File: src/rtl/scan_decoder.sv
// Registered N-to-2^N one-hot decoder with an autonomous scan sequencer.
// Direct mode latches a select value; scan mode steps 0..last with a fixed dwell per line.
module scan_decoder #(
  parameter int unsigned N     = 4,
  parameter int unsigned DWELL = 4
) (
  input  logic              clk,
  input  logic              reset,
  input  logic              enable,
  input  logic              mode,
  input  logic              load,
  input  logic [N-1:0]      i,
  input  logic [N-1:0]      last,
  output logic [2**N-1:0]   o,
  output logic [N-1:0]      idx,
  output logic              wrap
);

  localparam int unsigned W      = 2 ** N;
  localparam int unsigned CW     = (DWELL > 1) ? $clog2(DWELL) : 1;
  localparam logic [CW-1:0] CntMax = CW'(DWELL - 1);

  logic [N-1:0]  cur_q, cur_d;
  logic [CW-1:0] cnt_q, cnt_d;
  logic          en_q;
  logic          wrap_q, wrap_d;

  always_comb begin
    cur_d  = cur_q;
    cnt_d  = cnt_q;
    wrap_d = 1'b0;
    if (!mode) begin
      cnt_d = '0;
      if (load) cur_d = i;
    end else if (load) begin
      cur_d = i;
      cnt_d = '0;
    end else if (enable) begin
      if (cnt_q != CntMax) begin
        cnt_d = cnt_q + 1'b1;
      end else begin
        cnt_d = '0;
        // Compare before increment so cur never overflows, and an index above last wraps.
        if (cur_q >= last) begin
          cur_d  = '0;
          wrap_d = 1'b1;
        end else begin
          cur_d = cur_q + 1'b1;
        end
      end
    end
  end

  always_ff @(posedge clk or posedge reset) begin
    if (reset) begin
      cur_q  <= '0;
      cnt_q  <= '0;
      en_q   <= 1'b0;
      wrap_q <= 1'b0;
    end else begin
      cur_q  <= cur_d;
      cnt_q  <= cnt_d;
      en_q   <= enable;
      wrap_q <= wrap_d;
    end
  end

  assign o    = en_q ? (W'(1) << cur_q) : '0;
  assign idx  = cur_q;
  assign wrap = wrap_q;

endmodule

File: config.mk
export PLATFORM = sky130hd
export DESIGN_NAME = scan_decoder
export DESIGN_NICKNAME = d
export VERILOG_FILES = /design/src/rtl/scan_decoder.sv
export SDC_FILE = /design/constraint.sdc
export NUM_CORES = 1
export LEC_CHECK = 0
export ABC_AREA = 1
export ABC_CLOCK_PERIOD_IN_PS = 4070
export CORE_AREA = 2 2 39 41
export CTS_CLUSTER_DIAMETER = 150
export DETAILED_ROUTE_END_ITERATION = 10
export DIE_AREA = 0 0 41 43
export DONT_BUFFER_PORTS = 1
export GPL_ROUTABILITY_DRIVEN = 0
export PLACE_DENSITY = 0.68
export SYNTH_ARGS = -nofsm -noshare
export SYNTH_HDL_FRONTEND = slang
export SYNTH_SLANG_ARGS = --single-unit
File: constraint.sdc
create_clock -name clk -period 4.07 [get_ports clk]
set_input_delay 0.814 -clock clk [delete_from_list [all_inputs] [get_ports clk]]
set_output_delay 0.814 -clock clk [all_outputs]
set_load 0.01 [all_outputs]
# Word-level counts from Yosys, hierarchy flattened
# Index checks and enable logic that the tools add are counted.
# totals
ff_bits	8
inputBits	13
out_inout_bits	21
wordCells	30
# op_classes
add_sub_neg	2
order_cmp	1
eq_ne	3
shift	1
n_mux	16
reduce_logical	3
# op_table
operator	n
$mux W4	6
$mux W16	1
$shl A1 B4 Y16 const A	1
$mux W2	4
$mux W1	5
$add A4 B1 Y4 const B	1
$ge A4 B4 Y1	1
$ne A2 B2 Y1 const B	2
$reduce_bool A2 Y1	2
$ne A3 B2 Y1 const B	1
$reduce_and A3 Y1	1
$add A2 B1 Y2 const B	1

# Longest topological paths before layout
# Gate-level depths: netlist (run 1).
# depth
depth_word	6
mapped_depth	10
depth_no_buf	10

# Least setup slack after synthesis (run 1)
# No wires, ideal clock.
# synth_timing
path_type	register -> output
start	register cur_q[1], in the netlist idx[1]
end	output o[15]
t_arrival_ps	1030
required_time_ps	3256
setup_slack_ps	2226
stages_incl_launch_ff	5
n_path_buf	0
path_cell_list	dfrtp_1 -> ha_1 -> ha_1 -> inv_1 -> nor2_1
# synth_between
elab_chain_len	2
# synth_lines
item	line_no	rtl
start, declared	23	logic [N-1:0] cur_q, cur_d;
start signal, assigned	61	cur_q <= cur_d;
$shl A1 B4 Y16	68	assign o = en_q ? (W'(1) << cur_q) : '0;
$mux W16	68	
end, declared	14	output logic [2**N-1:0] o,
# Every way passes these cells.

# Worst setup path in the final report (run 1)
# layout_timing
start	register cur_q[1], in the netlist idx[1]
end	output o[7]
# Same word-level chain as after synthesis.

==> summary.md, run 1 <==
| Metric | Value |
|---|---|
| Post-route ant nets | `0` |
| Largest net degree at the start of global routing | `11` |
| Via count | `between 600 and 700` |
| Setup-failing EPs final | `0` |
| DRC viols | `0` |
| CP arrival | `1430 ps` |
| Placed Instances | `between 100 and 150` |
| Die Width | `a little over 40 um` |
| Worst hold-check path type | `in2async` |
| P_leak | `slightly above 0.4 nW` |
| Aggregate routed wire length | `~1400 um` |
| PwrDens | `303 nW/um^2` |
| Setup TNS | `0 ps` |
| Most used cell, CP | `ha_1` |
| IO Port Bufs | `0` |
| Gate Count Post-Synth | `around 100` |
| Clk_lat worst skew | `roughly 260 ps` |
| GR Util met1 | `0.206` |
| Worst Skew | `about 6.5 ps` |
| Inserted Diodes | `0` |
| CTS Root Buffer Type | `clkbuf_4` |
| Yosys reg bits | `8` |
| Via-to-Cell Ratio | `between 5 and 6` |
| Placed wire-length estimate | `1160 um` |
| WP data required | `3260 ps` |
| Crit-path cells | `ha_1, ha_1, inv_1, nor2_1` |
| Die area | `1760 um^2` |
| Initial antenna violation count | `0` |
| Clk sinks | `8` |
| Tot GR Track Use | `0.183` |
| Slew headroom | `0.752` |
| I/O pin total | `34` |
| First-pass GRT wire length | `around 2200 um` |
| Post_cts resized | `0` |
| Layout cells sized above 1 | `0.0755` |
| Startpoint class of the critical path | `flop` |
| 1st-iter DRT viols | `11` |
| Synth cell types | `13` |
| Worst setup EP type | `output pin` |
| Routed WL per cell | `around 12 um` |
| Syn_nets | `127` |
| Unrepaired setup endpoints after global routing | `false` |
| Worst-path clk slew | `around 60 ps` |
| Gr busiest metal | `met2` |
| Die Y-Extent | `~43 um` |
| Syn_area_per_cell | `~6.9 um^2` |
| Fmax | `about 450 MHz` |
| Peak VDD IR | `0.000139 V` |
| Setup CP Type | `reg2out` |
| Post-CTS Setup Inserts | `0` |
| GRT met3 Usage | `0.0524` |
| Fin crit period | `~2200 ps` |
| Max Slew Vio Count | `0` |
| Initial Utilization | `0.513` |
| Sequential area share after synthesis | `0.282` |
| Area growth syn-to-layout | `6.00%` |
| Fin nets | `roughly 130` |
| CP max stage delay | `540 ps` |
| CTS tree | `yes` |
| Yosys warns | `0` |
| Remaining global-route overflow | `0` |
| Crit-path slowest cell | `dfrtp_1` |
| Hold_buf cts | `0` |
| Row count | `14` |
| Htree depth | `1` |
| Detailed Routing Iterations Pass 1 | `3` |
| Post-synthesis cell area | `between 700 and 800 um^2` |
| Status | `complete, no violations` |
| Final std cells w/o fill | `122` |
| Met2 Resource Use GR | `0.291` |
| Number of global-route vias before repair | `527` |
| CTS max path bufs | `2` |
| Final Hold Viols | `0` |
| CP Max Fanout | `8` |
| Core area | `between 1000 and 1500 um^2` |
| Final period util | `0.552` |
| Final hold slack | `389 ps` |
| CTS Buf Count | `3` |
| Max-cap violation count | `0` |
| Worst-margin pin slew | `372 ps` |
## registers in the layout, summed over array words and instances (netlist names)
register and flops:
cnt_q 2, en_q 1, idx 4, wrap 1
## Yosys cell counts
| cell type | instances | area share |
|---|---|---|
| nor2_1 | 28 | 0.15 |
| nand2_2 | 2 | 0.018 |
| inv_2 | 2 | 0.011 |
| xnor2_1 | 1 | 0.012 |
| mux2i_1 | 1 | 0.014 |
| nand3_1 | 3 | 0.021 |
| dfrtp_1 | 8 | 0.28 |
| nand2_1 | 16 | 0.085 |
| o21ai_4 | 1 | 0.023 |
| nand4_1 | 6 | 0.053 |
| inv_1 | 17 | 0.090 |
| a21oi_1 | 7 | 0.049 |
| ha_1 | 11 | 0.19 |
## cell type report
class | instances | area, um^2
inverters | 19 | 71.3
well taps | 16 | 20.0
flip-flops and latches | 8 | 200
multi-input cells | 76 | 438
clock buffers | 3 | 22.5
fillers | 142 | 632
## final timing paths
path	from	to	slack [ps]	depth (start not counted)
min in group clk	cnt_q[1]	cnt_q[1]	530	2
max in group asynchronous	reset	cnt_q[0]	3440	1
setup / recovery	idx[1]	o[7]	1820	4
setup reg to reg	idx[3]	idx[3]	2470	6
hold reg to reg	cnt_q[1]	cnt_q[1]	530	2
hold / removal	reset	idx[3]	390	1
## critical path, delay by kind of cell (launching register included)
| family | cells | cell delay, ps |
|---|---|---|
| and+or+nand+nor | 1 | 200 |
| DFF | 1 | 540 |
| adders and majority gates | 2 | 390 |
| buffers and inverters | 1 | 50 |
## cell usage in the layout (no fill, tap or decap)
master / count
inv_1: 17
nand2_2: 2
nand4_1: 6
xnor2_1: 1
mux2i_1: 1
inv_2: 2
clkbuf_4: 3
o21ai_4: 1
nor2_1: 28
dfrtp_1: 8
ha_1: 11
a21oi_1: 7
nand3_1: 3
nand2_1: 16
## logic make-up (layout without fill, tap and decap cells)
family	Yosys count	in the layout	synth area share
AO/OA/AOI/OAI	8	8	0.0723
XOR/XNOR	1	1	0.0123
adder cells (fa/ha/maj)	11	11	0.194
buffers and inverters	19	22	0.101
flip-flops	8	8	0.282
multiplexers	1	1	0.0141
AND/OR/NAND/NOR	55	55	0.325
## where the power goes
| group | switching [mW] | total (mW) | internal, mW |
|---|---|---|---|
| sequential | 0.0144 | 0.0997 | 0.0853 |
| clock | 0.0284 | 0.0622 | 0.0338 |
| combinational | 0.0424 | 0.0657 | 0.0232 |
## stage by stage
stage                     total power [mW]  cell area [um^2]  setup WS, ps   util
final                                0.228               752          1820  0.543
after detailed placement             0.168               729          2090  0.527
after floorplan                      0.152               709          2230      -
after CTS                            0.230               752          1810  0.543
after global routing                 0.248               752          1710  0.543
after global placement               0.164               729          2130  0.527
## routing by layer
metal	routed length [um]	vias up
met3	126	2
met1	600	280
met2	690	33
li1	-	331
met4	11	0
met5	0	-
(Power assumes the default switching activity.)
==> inputs of run 2 (changes only) <==
==> config.mk (replaced) <==
export PLATFORM = sky130hd
export DESIGN_NAME = scan_decoder
export DESIGN_NICKNAME = d
export VERILOG_FILES = /design/src/rtl/scan_decoder.sv
export SDC_FILE = /design/constraint.sdc
export NUM_CORES = 1
export LEC_CHECK = 0
export ABC_AREA = 0
export ABC_CLOCK_PERIOD_IN_PS = 2110
export CORE_MARGIN = 2
export CORE_UTILIZATION = 55
export CTS_CLUSTER_DIAMETER = 150
export DETAILED_ROUTE_END_ITERATION = 10
export DONT_BUFFER_PORTS = 1
export GPL_ROUTABILITY_DRIVEN = 0
export PLACE_DENSITY = 0.7
export SYNTH_ARGS = -nofsm -noshare
export SYNTH_HDL_FRONTEND = slang
export SYNTH_SLANG_ARGS = --single-unit
==> constraint.sdc (replaced) <==
create_clock -name clk -period 2.11 [get_ports clk]
set_input_delay 0.422 -clock clk [delete_from_list [all_inputs] [get_ports clk]]
set_output_delay 0.422 -clock clk [all_outputs]
set_load 0.01 [all_outputs]
==> run 2 against run 1 <==
Against the previous run:
- the flow now finishes with violations (negative hold slack)
- clock power increased by 86%
- sequential power up 90%
- highest routed layer unchanged
- largest cell class unchanged
- combinational power increased by 80%
- clock-buffer cell count unchanged
- largest power group unchanged
- synthesized area grew 2.3%
- die area fell by 7.8%
==> summary.md, run 2 <==
| Metric | Value |
|---|---|
| Final Hold Viols | `4 (+4)` |
| 1st-iter DRT viols | `9 (-2)` |
| Largest net degree at the start of global routing | `13 (+2)` |
| Worst setup EP type | `output pin` |
| Hold_buf cts | `0 (unchanged)` |
| I/O pin total | `34 (unchanged)` |
| CTS Buf Count | `3 (unchanged)` |
| Setup CP Type | `reg2out` |
| Routed WL per cell | `13.2 um (+12%)` |
| Top post-synthesis cells by area | `dfrtp_1 (28%), ha_1 (19%), and3_1 (12%)` |
| Internal | `281 uW (+97%)` |
| Worst-margin pin slew | `398 ps (+26.4 ps)` |
| Core area | `1270 um^2 (-8.3%)` |
| Placed Instances | `93 (-22%)` |
| Unrepaired setup endpoints after global routing | `false` |
| Clk sinks | `8 (unchanged)` |
| R2R cell count | `6 (unchanged)` |
| First-pass GRT wire length | `1900 um (-12%)` |
| Peak VDD IR | `0.000343 V (+150%)` |
| Post-CTS Setup Inserts | `0 (unchanged)` |
| Yosys reg bits | `8 (unchanged)` |
| Fin crit period | `roughly 1900 ps` |
| Sequential area share after synthesis | `0.276 (-0.00632)` |
| Max Slew Vio Count | `0 (unchanged)` |
| IO Port Bufs | `0 (unchanged)` |
| Most common cell in the netlist | `and3_1` |
| Layout cells sized above 1 | `0.136 (+0.0603)` |
| Clock share of power | `0.275 (+0.002)` |
| Detailed Routing Iterations Pass 1 | `4 (+1)` |
| Yosys warns | `0 (unchanged)` |
| CTS Root Buffer Type | `clkbuf_4` |
| Die Width | `40.3 um (-1.6%)` |
| Initial antenna violation count | `0 (unchanged)` |
| Number of fill cells | `123 (-13%)` |
| Number of global-route vias before repair | `474 (-10%)` |
| PwrDens | `551 nW/um^2 (+82%)` |
| Setup-failing EPs final | `0 (unchanged)` |
| Status | `finished, violations left` |
| Row count | `13 (-1)` |
| Via count | `549 (-15%)` |
| Tot GR Track Use | `0.176 (-0.00629)` |
| Seq pwr share | `0.447 (+0.009)` |
| Via-to-Cell Ratio | `5.72 (+8.0%)` |
| Most frequent cells in the layout | `and3_1 (14), inv_1 (11), ha_1 (11), dfrtp_1 (8), nor2_1 (5)` |
| Setup ws final | `230 ps (-1590 ps)` |
| Gate Count Post-Synth | `78 (-24%)` |
| Worst-path clk slew | `60 ps (about the same)` |
| Sw frac | `0.336 (-0.0384)` |
| Clk_lat worst skew | `250 ps (about the same)` |
| Synth cell types | `20 (+7)` |
| Slew headroom | `0.734 (-0.0176)` |
| Pre-CTS WS | `488 ps (-1600 ps)` |
| Initial Utilization | `0.572 (+0.0593)` |
| P_leak | `0.441 nW (+7.8%)` |
| CTS max path bufs | `2 (unchanged)` |
| CP Max Fanout | `12 (+4)` |
| Worst Skew | `2.42 ps (-4.12 ps)` |
| Die area | `1630 um^2 (-7.8%)` |
| Max reg flops | `4 (unchanged)` |
| Aggregate routed wire length | `1270 um (-11%)` |
| Remaining global-route overflow | `0 (unchanged)` |
| Die Y-Extent | `40.3 um (-6.2%)` |
| Post-route ant nets | `0 (unchanged)` |
| Inserted Diodes | `0 (unchanged)` |
| Final hold slack | `-2.52 ps (-391 ps)` |
| Setup TNS | `0 ps (unchanged)` |
| Async set-reset flop share out of synthesis | `1.00 (unchanged)` |
| Syn_area_per_cell | `9.30 um^2 (+35%)` |
| DRC viols | `0 (unchanged)` |
| Total power | `423 uW (+86%)` |
| Startpoint class of the critical path | `flop` |
| Post-route design area | `767 um^2 (+2.0%)` |
| Switching power | `142 uW (+67%)` |
| Synth top cells by count | `and3_1 (14), ha_1 (11), inv_1 (11), dfrtp_1 (8), nor2_1 (5)` |
| Max-cap violation count | `0 (unchanged)` |
| Final period util | `0.891` |
| Fin nets | `107 (-19%)` |
| CTS tree | `yes` |
| Combinational share of power | `0.279 (-0.010)` |
| Post-synth EDFFs | `0 (unchanged)` |
| Post_cts resized | `0 (unchanged)` |
| Fmax | `around 530 MHz` |
| Htree depth | `1 (unchanged)` |
| Placed wire-length estimate | `1060 um (-8.3%)` |
| WP data required | `1690 ps (-1570 ps)` |
| Post-synthesis cell area | `726 um^2 (+2.3%)` |
| Most common cell after layout, fill and taps aside | `and3_1` |
| Worst hold-check path type | `in2async` |
| Post-synth top area cell | `dfrtp_1` |
| Post-synth top area share | `0.276 (-0.00632)` |
| Syn_nets | `102 (-20%)` |
| CP arrival | `1460 ps (+30 ps)` |
| Area post-placement | `744 um^2 (+2.1%)` |
| Core Util, Final | `0.605 (+0.0611)` |
| Synth Flop Type | `dfrtp_1` |
| Violated checks | `negative hold slack` |
| Final std cells w/o fill | `96 (-21%)` |
| Area growth syn-to-layout | `5.69%` |
==> run 2: cell types whose count changed in the layout (fill, tap and decap cells not counted), sizes merged, moves of 6 or more <==
cell and change:
and3 +14, inv -8, nand2 -18, nand4 -6, nor2 -23
==> run 2: logic make-up (layout without fill, tap and decap cells) <==
| family | count (synthesis) | in the layout | share of synthesized area |
|---|---|---|---|
| muxes | 2 | 2 | 0.0276 |
| adders and majority gates | 11 | 11 | 0.190 |
| xor gates and xnor gates | 1 | 1 | 0.0121 |
| buffers and inverters | 11 | 14 | 0.0569 |
| DFF | 8 | 8 | 0.276 |
| AOI/OAI and AO/OA | 11 | 11 | 0.128 |
| and+or+nand+nor | 34 | 34 | 0.310 |
==> run 2: layout make-up <==
cell class,instances,area (um^2),area share
flip-flops and latches,8,200,0.261
clock buffers,3,22.5,0.0294
well taps,15,18.8,0.0245
multi-input cells,59,484,0.631
inverters,11,41.3,0.0538
==> run 2: critical path, stage by stage, from the launching register on <==
cell and delay [ps]:
dfrtp_1 580, inv_1 170, ha_1 240, and3_1 210
==> run 2: final timing paths <==
kind,slack [ps],end,from
setup reg to reg,500,idx[1],idx[0]
setup / recovery,230,o[11],idx[2]
hold / removal,-3,idx[3],reset
min in group clk,200,en_q,enable
max in group asynchronous,1880,cnt_q[0],reset
hold reg to reg,540,cnt_q[1],cnt_q[1]
==> run 2: power by group through the flow <==
stage / sequential [mW] / clock (mW) / combinational [mW]
after floorplan: 0.185 / 0 / 0.102
after global placement: 0.192 / 0 / 0.116
after detailed placement: 0.192 / 0 / 0.120
after CTS: 0.189 / 0.121 / 0.120
after global routing: 0.192 / 0.127 / 0.137
final: 0.189 / 0.116 / 0.118
==> run 2: per-layer routing <==
layer  vias to the layer above  wire, um  global-route usage
li1                        278         -                   -
met1                       246       547               0.233
met2                        23       616               0.290
met3                         2        95              0.0167
met4                         0         5              0.0750
met5                         -         0                   0
==> inputs of run 3 (changes only) <==
--- a/config.mk
+++ b/config.mk
@@ -7,12 +7,13 @@
 export LEC_CHECK = 0
 export ABC_AREA = 0
 export ABC_CLOCK_PERIOD_IN_PS = 2110
-export CORE_MARGIN = 2
+export CORE_MARGIN = 4
 export CORE_UTILIZATION = 55
 export CTS_CLUSTER_DIAMETER = 150
 export DETAILED_ROUTE_END_ITERATION = 10
 export DONT_BUFFER_PORTS = 1
 export GPL_ROUTABILITY_DRIVEN = 0
+export MAX_ROUTING_LAYER = met4
 export PLACE_DENSITY = 0.7
 export SYNTH_ARGS = -nofsm -noshare
 export SYNTH_HDL_FRONTEND = slang
==> constraint.sdc (replaced) <==
create_clock -name clk -period 2.11 [get_ports clk]
set_input_delay 0.211 -clock clk [delete_from_list [all_inputs] [get_ports clk]]
set_output_delay 0.211 -clock clk [all_outputs]
set_load 0.01 [all_outputs]
==> run 3 against run 2 <==
Against the previous run:
- the flow now finishes without violations
- sequential cell count did not move
- critical path type unchanged
- critical path depth did not move
- final cell count rose by 2.1%
- critical endpoint unchanged
- register-to-register slack got worse by 40 ps
- combinational power rose by 11%
- largest cell class unchanged
- via count rose by 7.5%
- largest power group unchanged
- sequential share of layout area fell by 0.86 points
- clock-buffer cell count did not move
- first-iteration DRC count rose by 11%
==> summary.md, run 3 (synthesis results as in run 2) <==
| Metric | Value |
|---|---|
| 1st-iter DRT viols | `10 (+1)` |
| Final period util | `0.803 (-0.0876)` |
| Worst Skew | `2.71 ps (+0.288 ps)` |
| Clk sinks | `8 (unchanged)` |
| Crit-path cells | `inv_1, ha_1, and3_1` |
| Startpoint class of the critical path | `flop` |
| Placed wire-length estimate | `1240 um (+17%)` |
| CTS max path bufs | `2 (unchanged)` |
| IO Port Bufs | `0 (unchanged)` |
| Status | `complete, no violations` |
| Die Y-Extent | `44.3 um (+9.9%)` |
| CP arrival | `1480 ps (+20 ps)` |
| Crit Reg-Reg Endpoint | `idx[0]` |
| PwrDens | `555 nW/um^2 (+0.67%)` |
| Largest net degree at the start of global routing | `13 (unchanged)` |
| Seq. cell area | `200 um^2 (unchanged)` |
| Most frequent cells in the layout | `and3_1 (14), inv_1 (11), ha_1 (11), dfrtp_1 (8), nor2_1 (5)` |
| Peak VDD IR | `0.000262 V (-24%)` |
| Setup CP Type | `reg2out` |
| Tot GR Track Use | `0.178 (+0.00218)` |
| Most common cell after layout, fill and taps aside | `and3_1` |
| Routed WL per cell | `15.6 um (+18%)` |
| Worst setup EP type | `output pin` |
| Final hold slack | `82.3 ps (+84.9 ps)` |
| Worst-margin pin slew | `384 ps (-14.3 ps)` |
| Detailed Routing Iterations Pass 1 | `3 (-1)` |
| FF-to-FF setup slack | `460 ps (-40 ps)` |
| Post-route ant nets | `0 (unchanged)` |
| CTS tree | `yes` |
| CP max stage delay | `570 ps (about the same)` |
| Clk_lat worst skew | `260 ps (about the same)` |
| First-pass GRT wire length | `2530 um (+33%)` |
| CTS Buf Count | `3 (unchanged)` |
| Die area | `1960 um^2 (+21%)` |
| Remaining global-route overflow | `0 (unchanged)` |
| Slew headroom | `0.744 (+0.00953)` |
| Via count | `590 (+7.5%)` |
| Critical Path End | `o[11]` |
| Pre-CTS WS | `466 ps (-22.0 ps)` |
| Fin crit period | `1700 ps (-185 ps)` |
| Hold_buf cts | `2 (+2)` |
| CTS Root Buffer Type | `clkbuf_4` |
| Max-cap violation count | `0 (unchanged)` |
| Row count | `12 (-1)` |
| Core area | `1170 um^2 (-7.7%)` |
| P_leak | `0.454 nW (+2.9%)` |
| Crit path from | `idx[2]` |
| Initial Utilization | `0.620 (+0.0477)` |
| WP data required | `1900 ps (+210 ps)` |
| Max Slew Vio Count | `0 (unchanged)` |
| Worst-path clk slew | `60 ps (about the same)` |
| Post-CTS Setup Inserts | `0 (unchanged)` |
| Setup TNS | `0 ps (unchanged)` |
| Post_cts resized | `0 (unchanged)` |
| Number of global-route vias before repair | `605 (+28%)` |
| Final Hold Viols | `0 (-4)` |
| Fin nets | `110 (+2.8%)` |
| Crit-path slowest cell | `dfrtp_1` |
| Aggregate routed wire length | `1530 um (+21%)` |
| Initial antenna violation count | `0 (unchanged)` |
| Area growth syn-to-layout | `9.31%` |
| RR Startpoint | `idx[0]` |
| Setup ws final | `415 ps (+185 ps)` |
| Unrepaired setup endpoints after global routing | `false` |
| Layout cells sized above 1 | `0.143 (+0.00705)` |
| Multi-input gate area | `484 um^2 (unchanged)` |
| Die Width | `44.3 um (+9.9%)` |
| Via-to-Cell Ratio | `6.02 (+5.3%)` |
| Htree depth | `1 (unchanged)` |
| Worst hold-check path type | `in2reg` |
| R2R cell count | `6 (unchanged)` |
| CP Max Fanout | `12 (unchanged)` |
| Hold Crit Depth | `2` |
| I/O pin total | `34 (unchanged)` |
| Fmax | `590 MHz (+11%)` |
| DRC viols | `0 (unchanged)` |
| Number of fill cells | `105 (-15%)` |
| Max reg flops | `4 (unchanged)` |
| Inserted Diodes | `0 (unchanged)` |
| Setup-failing EPs final | `0 (unchanged)` |
## run 3: worst max-delay path, delay by kind of cell (launching register included)
family / cells / cell delay (ps)
adders and majority gates: 1 / 250
buffers and inverters: 1 / 190
DFF: 1 / 570
and+or+nand+nor: 1 / 220
## run 3: metal layers
metal / vias up / part of all wire / GRT usage
met3: 3 / 0.073 / 0.0366
met4: 0 / 0.018 / 0.0904
met1: 282 / 0.41 / 0.203
met2: 21 / 0.50 / 0.294
li1: 284 / - / -
met5: - / 0 / -
## run 3: stage by stage
| stage | util | power, mW | std cells | cell area [um^2] |
|---|---|---|---|---|
| after floorplan | - | 0.288 | 78 | 726 |
| after global placement | 0.641 | 0.314 | 93 | 751 |
| after detailed placement | 0.641 | 0.317 | 93 | 751 |
| after CTS | 0.677 | 0.447 | 98 | 793 |
| after global routing | 0.677 | 0.476 | 98 | 793 |
| final | 0.677 | 0.440 | 98 | 793 |
## run 3: how the worst min path moves through the flow
stage               slack, ps  startpoint        to
floorplan                  30       reset  cnt_q[0]
global placement           60       reset      wrap
detailed placement         70       reset      wrap
CTS                        70        mode  cnt_q[0]
global route               80        mode  cnt_q[1]
finish                     80        mode  cnt_q[1]
## run 3: power by group
part           leakage [nW]  internal [mW]  switching [mW]
clock network        0.0138         0.0656          0.0590
registers            0.0971          0.164          0.0210
logic                 0.343         0.0571          0.0739
## run 3: layout make-up
| type | instances | share of cell area |
|---|---|---|
| Clock buffer | 3 | 0.0284 |
| Multi-Input combinational cell | 59 | 0.610 |
| Inverter | 11 | 0.0521 |
| Timing Repair Buffer | 3 | 0.0347 |
| Tap cell | 14 | 0.0221 |
| Sequential cell | 8 | 0.252 |
